==> src/rtl/serial_pkg.sv <==
// Shared serial-link definitions: receiver states, default bit timing and frame constants.
package serial_pkg;

    typedef enum logic [2:0] {
        IDLE,
        START,
        DATA,
        PARITY,
        STOP,
        BREAK
    } rx_state_t;

    localparam int unsigned DEFAULT_CLKS_PER_BIT = 434;

    localparam logic START_BIT = 1'b0;
    localparam logic STOP_BIT  = 1'b1;

endpackage

==> src/rtl/limit_counter.sv <==
// Library up-counter that wraps to zero on reaching a programmable limit.
module limit_counter #(
    parameter int unsigned WIDTH = 8
) (
    input  logic             clk,
    input  logic             rst_n,
    input  logic             clear,
    input  logic             en,
    input  logic [WIDTH-1:0] limit,
    output logic [WIDTH-1:0] count
);

    always_ff @(posedge clk or negedge rst_n) begin
        if (!rst_n) begin
            count <= '0;
        end else if (clear) begin
            count <= '0;
        end else if (en) begin
            count <= (count == limit) ? '0 : count + WIDTH'(1);
        end
    end

endmodule

==> src/rtl/sipo_reg.sv <==
// Library serial-in parallel-out shift register; new bits enter at the LSB.
module sipo_reg #(
    parameter int unsigned WIDTH = 8
) (
    input  logic             clk,
    input  logic             rst_n,
    input  logic             en,
    input  logic             din,
    output logic [WIDTH-1:0] q
);

    if (WIDTH < 2) begin : g_width_check
        $error("sipo_reg: WIDTH must be at least 2");
    end

    always_ff @(posedge clk or negedge rst_n) begin
        if (!rst_n) begin
            q <= '0;
        end else if (en) begin
            q <= {q[WIDTH-2:0], din};
        end
    end

endmodule

==> src/rtl/serial_rx.sv <==
// Framed serial receiver (start, MSB-first data, stop) with a valid/ready holding register.
// Define SERIAL_RX_PARITY_EN to expect an even-parity bit between the data and stop bits.
module serial_rx
    import serial_pkg::*;
#(
    parameter int unsigned DATA_WIDTH   = 8,
    parameter int unsigned CLKS_PER_BIT = DEFAULT_CLKS_PER_BIT
) (
    input  logic                  clk,
    input  logic                  clr_n,
    input  logic                  rx,
    output logic [DATA_WIDTH-1:0] data_out,
    output logic                  data_valid,
    input  logic                  data_ready,
    output logic                  frame_err,
    output logic                  overrun,
    output logic                  parity_err
);

    localparam int unsigned CW = $clog2(CLKS_PER_BIT);
    localparam int unsigned IW = (DATA_WIDTH > 1) ? $clog2(DATA_WIDTH) : 1;
    localparam logic [CW-1:0] HALF_LIMIT = CW'(CLKS_PER_BIT / 2 - 1);
    localparam logic [CW-1:0] FULL_LIMIT = CW'(CLKS_PER_BIT - 1);
    localparam logic [IW-1:0] LAST_IDX   = IW'(DATA_WIDTH - 1);

    if (CLKS_PER_BIT < 4) begin : g_clks_check
        $error("serial_rx: CLKS_PER_BIT must be at least 4");
    end

    rx_state_t             state_q, state_d;
    logic                  rx_meta, rx_s;
    logic [CW-1:0]         cnt;
    logic [CW-1:0]         cnt_limit_c;
    logic                  cnt_clear_c;
    logic                  tick_c;
    logic [IW-1:0]         idx_q, idx_d;
    logic                  shift_en_c;
    logic                  commit_c;
    logic                  frame_err_c;
    logic                  par_en_c;
    logic [DATA_WIDTH-1:0] shift_q;

    // Two-flop synchroniser; idle line level is high.
    always_ff @(posedge clk or negedge clr_n) begin
        if (!clr_n) begin
            rx_meta <= 1'b1;
            rx_s    <= 1'b1;
        end else begin
            rx_meta <= rx;
            rx_s    <= rx_meta;
        end
    end

    assign cnt_clear_c = (state_q == IDLE) || (state_q == BREAK);
    assign cnt_limit_c = (state_q == START) ? HALF_LIMIT : FULL_LIMIT;
    assign tick_c      = !cnt_clear_c && (cnt == cnt_limit_c);

    limit_counter #(.WIDTH(CW)) u_bit_timer (
        .clk   (clk),
        .rst_n (clr_n),
        .clear (cnt_clear_c),
        .en    (1'b1),
        .limit (cnt_limit_c),
        .count (cnt)
    );

    sipo_reg #(.WIDTH(DATA_WIDTH)) u_shift (
        .clk   (clk),
        .rst_n (clr_n),
        .en    (shift_en_c),
        .din   (rx_s),
        .q     (shift_q)
    );

    always_ff @(posedge clk or negedge clr_n) begin
        if (!clr_n) begin
            state_q <= IDLE;
            idx_q   <= '0;
        end else begin
            state_q <= state_d;
            idx_q   <= idx_d;
        end
    end

    always_comb begin
        state_d     = state_q;
        idx_d       = idx_q;
        shift_en_c  = 1'b0;
        par_en_c    = 1'b0;
        commit_c    = 1'b0;
        frame_err_c = 1'b0;
        case (state_q)
            IDLE: begin
                if (rx_s == START_BIT) state_d = START;
            end
            START: begin
                idx_d = '0;
                if (tick_c) state_d = (rx_s == START_BIT) ? DATA : IDLE;
            end
            DATA: begin
                if (tick_c) begin
                    shift_en_c = 1'b1;
                    if (idx_q == LAST_IDX) begin
                        idx_d = '0;
`ifdef SERIAL_RX_PARITY_EN
                        state_d = PARITY;
`else
                        state_d = STOP;
`endif
                    end else begin
                        idx_d = idx_q + IW'(1);
                    end
                end
            end
            PARITY: begin
                if (tick_c) begin
                    par_en_c = 1'b1;
                    state_d  = STOP;
                end
            end
            STOP: begin
                if (tick_c) begin
                    if (rx_s == STOP_BIT) begin
                        commit_c = 1'b1;
                        state_d  = IDLE;
                    end else begin
                        frame_err_c = 1'b1;
                        state_d     = BREAK;
                    end
                end
            end
            BREAK: begin
                if (rx_s == STOP_BIT) state_d = IDLE;
            end
            default: state_d = IDLE;
        endcase
    end

`ifdef SERIAL_RX_PARITY_EN
    logic par_q;

    always_ff @(posedge clk or negedge clr_n) begin
        if (!clr_n) begin
            par_q <= 1'b0;
        end else if (par_en_c) begin
            par_q <= rx_s;
        end
    end

    always_ff @(posedge clk or negedge clr_n) begin
        if (!clr_n) begin
            parity_err <= 1'b0;
        end else if (commit_c && (!data_valid || data_ready)) begin
            parity_err <= ^{shift_q, par_q};
        end
    end
`else
    assign parity_err = 1'b0;
`endif

    // Holding register: a commit into a full, unacknowledged register is dropped as overrun.
    always_ff @(posedge clk or negedge clr_n) begin
        if (!clr_n) begin
            data_out   <= '0;
            data_valid <= 1'b0;
            overrun    <= 1'b0;
            frame_err  <= 1'b0;
        end else begin
            frame_err <= frame_err_c;
            if (commit_c && (!data_valid || data_ready)) begin
                data_out   <= shift_q;
                data_valid <= 1'b1;
            end else if (commit_c) begin
                overrun <= 1'b1;
            end else if (data_valid && data_ready) begin
                data_valid <= 1'b0;
                overrun    <= 1'b0;
            end
        end
    end

endmodule

==> config.mk <==
export PLATFORM = sky130hd
export DESIGN_NAME = serial_rx
export DESIGN_NICKNAME = d
export VERILOG_FILES = /design/src/rtl/serial_pkg.sv /design/src/rtl/limit_counter.sv /design/src/rtl/sipo_reg.sv /design/src/rtl/serial_rx.sv
export SDC_FILE = /design/constraint.sdc
export NUM_CORES = 1
export LEC_CHECK = 0
export CAP_MARGIN = 20
export CORE_ASPECT_RATIO = 1.5
export CORE_MARGIN = 2
export CORE_UTILIZATION = 61
export DETAILED_ROUTE_END_ITERATION = 12
export PLACE_DENSITY_LB_ADDON = 0.2
export SYNTH_ARGS = -nofsm -noshare
export SYNTH_HDL_FRONTEND = slang
export SYNTH_SLANG_ARGS = --single-unit
export TNS_END_PERCENT = 20
==> constraint.sdc <==
create_clock -name clk -period 3.8 [get_ports clk]
set_input_delay 0.76 -clock clk [delete_from_list [all_inputs] [get_ports clk]]
set_output_delay 0.76 -clock clk [all_outputs]
set_load 0.02 [all_outputs]
==> metrics.md <==
| Metric | Value |
|---|---|
| Post-route DRC | 0 |
| Vias per cell | 5.63 |
| Placed Cells | 191 |
| Nets | 166 |
| CP Class | flop to primary output |
| Fin crit share | 54.7% |
| Post-synthesis compound-gate area fraction | 10.0% |
| Crit path required time | 3.04 ns |
| Drt wl/cell | 15.9 µm |
| Clock slew seen by the registers of the worst setup and hold paths | 0.07 ns |
| Mapped Area | 0.00178 mm² |
| Synthesized area per cell | 12.5 µm² |
| Cell Chain, Critical Path | clkdlybuf4s50_1 |
| Port bufs | 14 |
| Final core utilization | 72.1% |
| Skew-Pair Late Insertion Delay | 0.29 ns |
| Simple-Gate Fraction of Synth Area | 18.9% |
| Maxcap violations | 0 |
| Final Hold Fails | 0 |
| Global-route usage over all layers | 22.3% |
| Post-cts hold buffer count | 0 |
| I/O Pins | 16 |
| Worst Hold Class | flop to flop |
| Clock Sinks | 36 |
| Ys async rst share | 100% |
| Inserted Clock Buffers | 5 |
| CP startpoint kind | flop |
| Most used flip-flop cell after synthesis | dfrtp_1 |
| Crit path max-delay family | buffers and inverters |
| Most frequent cells in the layout | dfrtp_1 (34), nor2_1 (19), clkdlybuf4s50_1 (14) |
| WL final | 3.16 mm |
| Post-synthesis sequential area ratio | 50.7% |
| Leak | 0.890 nW |
| XOR/XNOR share of the synthesized area | 3.44% |
| Die Y | 70.2 µm |
| Chip width | 48.1 µm |
| DIE AREA | 0.00338 mm² |
| # fillers | 216 |
| Worst-path maximum fanout | 4 |
| Unrepaired setup endpoints after global routing | no |
| Initial DRT Pass Iterations | 4 |
| Post-route insts no fill | 199 |
| Antenna violations before repair | 0 |
| YS warnings | 0 |
| CP endpoint kind | primary output |
| Total power | 0.729 mW |
| Vias in the first global route | 1169 |
| Synth-to-layout area growth | 15.3% |
| FMAX | 481 MHz |
| N_diodes | 0 |
| Minimum clock period | 2.08 ns |
| Synth Register Bits | 36 |
| Gr ovfl total | 0 |
| Routability cong. | 0.829 |
| Slew margin rel. | 66.0% |
| WP buf/inv | 1 |
| Largest family of logic cells by synthesized area | simple AND/OR/NAND/NOR gates |
| Final setup margin | 1.72 ns |
| Syn nets | 150 |
| Post-synthesis mux area share | 11.8% |
| Total number of vias | 1121 |
| CP arrival | 1.32 ns |
| Number of flops mapped to enable cells by yosys | 0 |
| Placement Setup Slack | 1.80 ns |
| CP peak stage delay | 0.62 ns |
| First-pass GRT wire length | 5.31 mm |
| Layout Cell Area excl Fill | 0.00206 mm² |
| Row count | 24 |
| Final setup violation count | 0 |
| Slew @ Worst Pin | 0.508 ns |
| Post-CTS Setup Bufs | 0 |
| Mapped Cells | 143 |
| Peak supply drop | 307 µV |
| Post_cts resized | 0 |
| CTS tree | yes |
| Number of H-tree levels | 2 |
| Core area | 0.00285 mm² |
| Initial DRC Count | 13 |
| Max clock buf depth | 2 |
| Clk root buf | clkbuf_8 |
| Most common cell after layout, fill and taps aside | dfrtp_1 |
| Pwr dens | 355 mW/mm² |
| Initial Utilization | 62.5% |
| Post-route ant nets | 0 |
| Max-slew violations | 0 |
| Worst path slowest cell | clkdlybuf4s50_1 |
| Fin Hold WS | 0.357 ns |
| Placed Area | 0.00194 mm² |
| Synth Area in Adders | 2.11% |
| Status | completed |
| Share of cells above drive strength 1 | 18.1% |
| Setup TNS | 0 ns |
| Detailed Place HPWL | 2.30 mm |
| Cell variety after synth | 42 |
| Largest net degree at the start of global routing | 37 |
| Clock Skews | 0.00567 ns |
where the power goes:
group	internal, mW	switching [mW]	total (mW)
combinational	0.00404	0.00891	0.0129
sequential	0.385	0.00108	0.386
clock	0.194	0.136	0.330
total	0.583	0.146	0.729
Yosys cell counts (all sizes together) (2+ instances only):
cell | count | area (µm²)
and4 | 2 | 17.5
nand4bb | 2 | 38.8
ha | 3 | 37.5
buf | 6 | 35.0
dfstp | 2 | 52.6
nand3 | 4 | 20.0
nor2 | 19 | 71.3
a32o | 3 | 30.0
a22o | 3 | 26.3
inv | 4 | 15.0
a21oi | 4 | 20.0
nor4 | 2 | 33.8
xnor2 | 5 | 43.8
mux2 | 16 | 210
nand2 | 6 | 30.0
nand2b | 2 | 12.5
xor2 | 2 | 17.5
dfrtp | 34 | 851
o21ai | 3 | 15.0
nor3 | 5 | 36.3
flip-flops by register name (all words and copies together), names as in the netlist:
name	flops
data_out	8
data_valid	1
frame_err	1
idx_q	3
overrun	1
rx_meta	1
rx_s	1
state_q	3
u_bit_timer.count	9
u_shift.q	8
metal layers:
layer	GRT usage (%)	up-vias	wire length (µm)
li1	-	542	-
met1	25.9	557	1250
met2	36.5	16	1760
met3	6.20	6	77
met4	9.01	0	68
met5	0	-	0
final cells by class:
class	instances	area (µm²)	area share [%]
clock inverters	3	42.5	2.07
flip-flops and latches	36	903	43.9
well taps	39	48.8	2.37
clock buffers	5	68.8	3.35
repair buffers	15	148	7.18
inverters	4	15.0	0.730
multi-input cells	97	830	40.4
path summary, 6_finish.rpt:
path | from | to | slack [ns] | cells after the start
max reg2reg | u_bit_timer.count[1] | u_shift.q[4] | 1.85 | 4
max in group asynchronous | clr_n | rx_s | 2.58 | 2
min in group asynchronous | clr_n | data_out[0] | 0.87 | 2
min reg2reg | rx_meta | rx_s | 0.36 | 0
min | rx_meta | rx_s | 0.36 | 0
max | data_valid | data_valid | 1.72 | 1
kinds of logic after synthesis:
logic type                 count (synthesis)
other                                      1
DFF                                       36
AOI/OAI and AO/OA                         21
and+or+nand+nor                           49
adders and majority gates                  3
buffers and inverters                     10
xor gates and xnor gates                   7
muxes                                     16
No activity file was read; power rests on OpenSTA's default activity.
==> RTL change (same settings) <==
Register the input `rx` before use, cleared by the reset. The logic sees it one clock later. The other inputs are not delayed to match.
--- a/src/rtl/serial_rx.sv
+++ b/src/rtl/serial_rx.sv
@@ -23,6 +23,16 @@
     localparam logic [CW-1:0] FULL_LIMIT = CW'(CLKS_PER_BIT - 1);
     localparam logic [IW-1:0] LAST_IDX   = IW'(DATA_WIDTH - 1);
 
+    logic rx_q;
+
+    always_ff @(posedge clk or negedge clr_n) begin
+        if (!clr_n) begin
+            rx_q <= '0;
+        end else begin
+            rx_q <= rx;
+        end
+    end
+
     if (CLKS_PER_BIT < 4) begin : g_clks_check
         $error("serial_rx: CLKS_PER_BIT must be at least 4");
     end
@@ -46,7 +56,7 @@
             rx_meta <= 1'b1;
             rx_s    <= 1'b1;
         end else begin
-            rx_meta <= rx;
+            rx_meta <= rx_q;
             rx_s    <= rx_meta;
         end
     end
Formal check against the unedited RTL: same outputs for any inputs over 10 cycles, from zero or initial values; that may be too few to reach the edited logic, so the function may still have changed.
==> RTL change against the unedited design <==
- clock skew is 0.0019 ns higher
- combinational power is 19% higher
- core utilization is 0.97 points higher
- power is 5.8% lower
- critical path depth stayed put
- sequential share of layout area is 3.0 points higher
- setup slack better by 0.050 ns
- count of clock-buffer cells in the layout stayed put
- design area is 3.9% lower
- largest cell class unchanged
- wire length is 7.6% lower
- sequential power is 3% higher
- synthesized area is 2.2% lower
- sequential cell count is 1 higher
==> RTL change: results (changes against the unedited design) <==
status: "finished, final reports clean"  # unchanged
fin_crit_sh_pct: 53.3  # was 54.7%
met2_usage_pct: 36.8  # was 36.5%
reg2reg_setup_slack_ns: 1.95  # was 1.85 ns
multi_input_area_share_pct: 37.7  # was 40.4%
gp_congestion: 0.762  # was 0.829
synth.area.mux_share_pct: 10.1  # was 11.8%
rr_endpoint: "u_bit_timer.count[4]"  # was u_shift.q[4]
synth-xor-area-share_pct: 3.52  # was 3.44%
grt_max_degree: 38  # was 37
synth.yosys.seq_area_share_pct: 53.3  # was 50.7%
synth_commonest_cells: "dfrtp_1 (35), nor2_1 (14), mux2_2 (13)"  # was dfrtp_1 (34), nor2_1 (19), mux2_1 (8), mux2_4 (8)
grt_pass1_wl_um: 5040  # was 5310 µm
finalClockSkew_ns: 0.00755  # was 0.00567 ns
fill_cells: 204  # was 216
buf_share_pct: 7.47  # was 7.18%
core_area_um2: 2710  # was 2850 µm²
clock_cell_area_share_pct: 4.56  # was 5.42%
syn-num-nets: 147  # was 150
sh_seq_area_pct: 47.0  # was 43.9%
multi_input_cells: 91  # was 97
initial_core_util_pct: 64.4  # was 62.5%
synthTopCellsByArea: "dfrtp_1 (50%), mux2_2 (8.4%), dfstp_2 (3.0%)"  # was dfrtp_1 (48%), mux2_4 (6.7%), mux2_1 (5.1%)
globalRouteMet3Util_pct: 8.59  # was 6.20%
num_vias: 1069  # was 1121
design.seq.count: 37  # was 36
arrival_ns: 1.27  # was 1.32 ns
drive_gt1_share_pct: 22.4  # was 18.1%
max-vdd-ir-drop_uv: 394  # was 307 µV
## RTL change: changes by cell type in the layout (fill, tap and decap cells not counted), sizes merged, moves of 3 or more
cell and delta:
a21oi -3, a22o -3, a32o -3, and4bb +3, nand3 +3, nand4 +6, nor2 -4, nor3 -5
o21ai +3, xnor2 -4, xor2 +4
## RTL change: power by group
part           total (mW)  internal (mW)  switching [mW]
combinational      0.0153        0.00497          0.0103
sequential          0.398          0.397         0.00129
clock               0.274          0.130           0.144
## RTL change: routing by layer
| metal | vias up | routed length (µm) |
|---|---|---|
| met1 | 527 | 1190 |
| li1 | 518 | - |
| met2 | 19 | 1560 |
| met3 | 5 | 111 |
| met5 | - | 0 |
| met4 | 0 | 56 |
## RTL change: through the flow
stage               util, %  instances  hold WS [ns]  total power [mW]
floorplan                 -        140         0.333             0.409
global placement       69.7        185         0.339             0.421
detailed placement     69.7        185         0.347             0.421
CTS                    73.0        193         0.358             0.698
global route           73.0        193         0.365             0.718
finish                 73.0        193         0.357             0.687
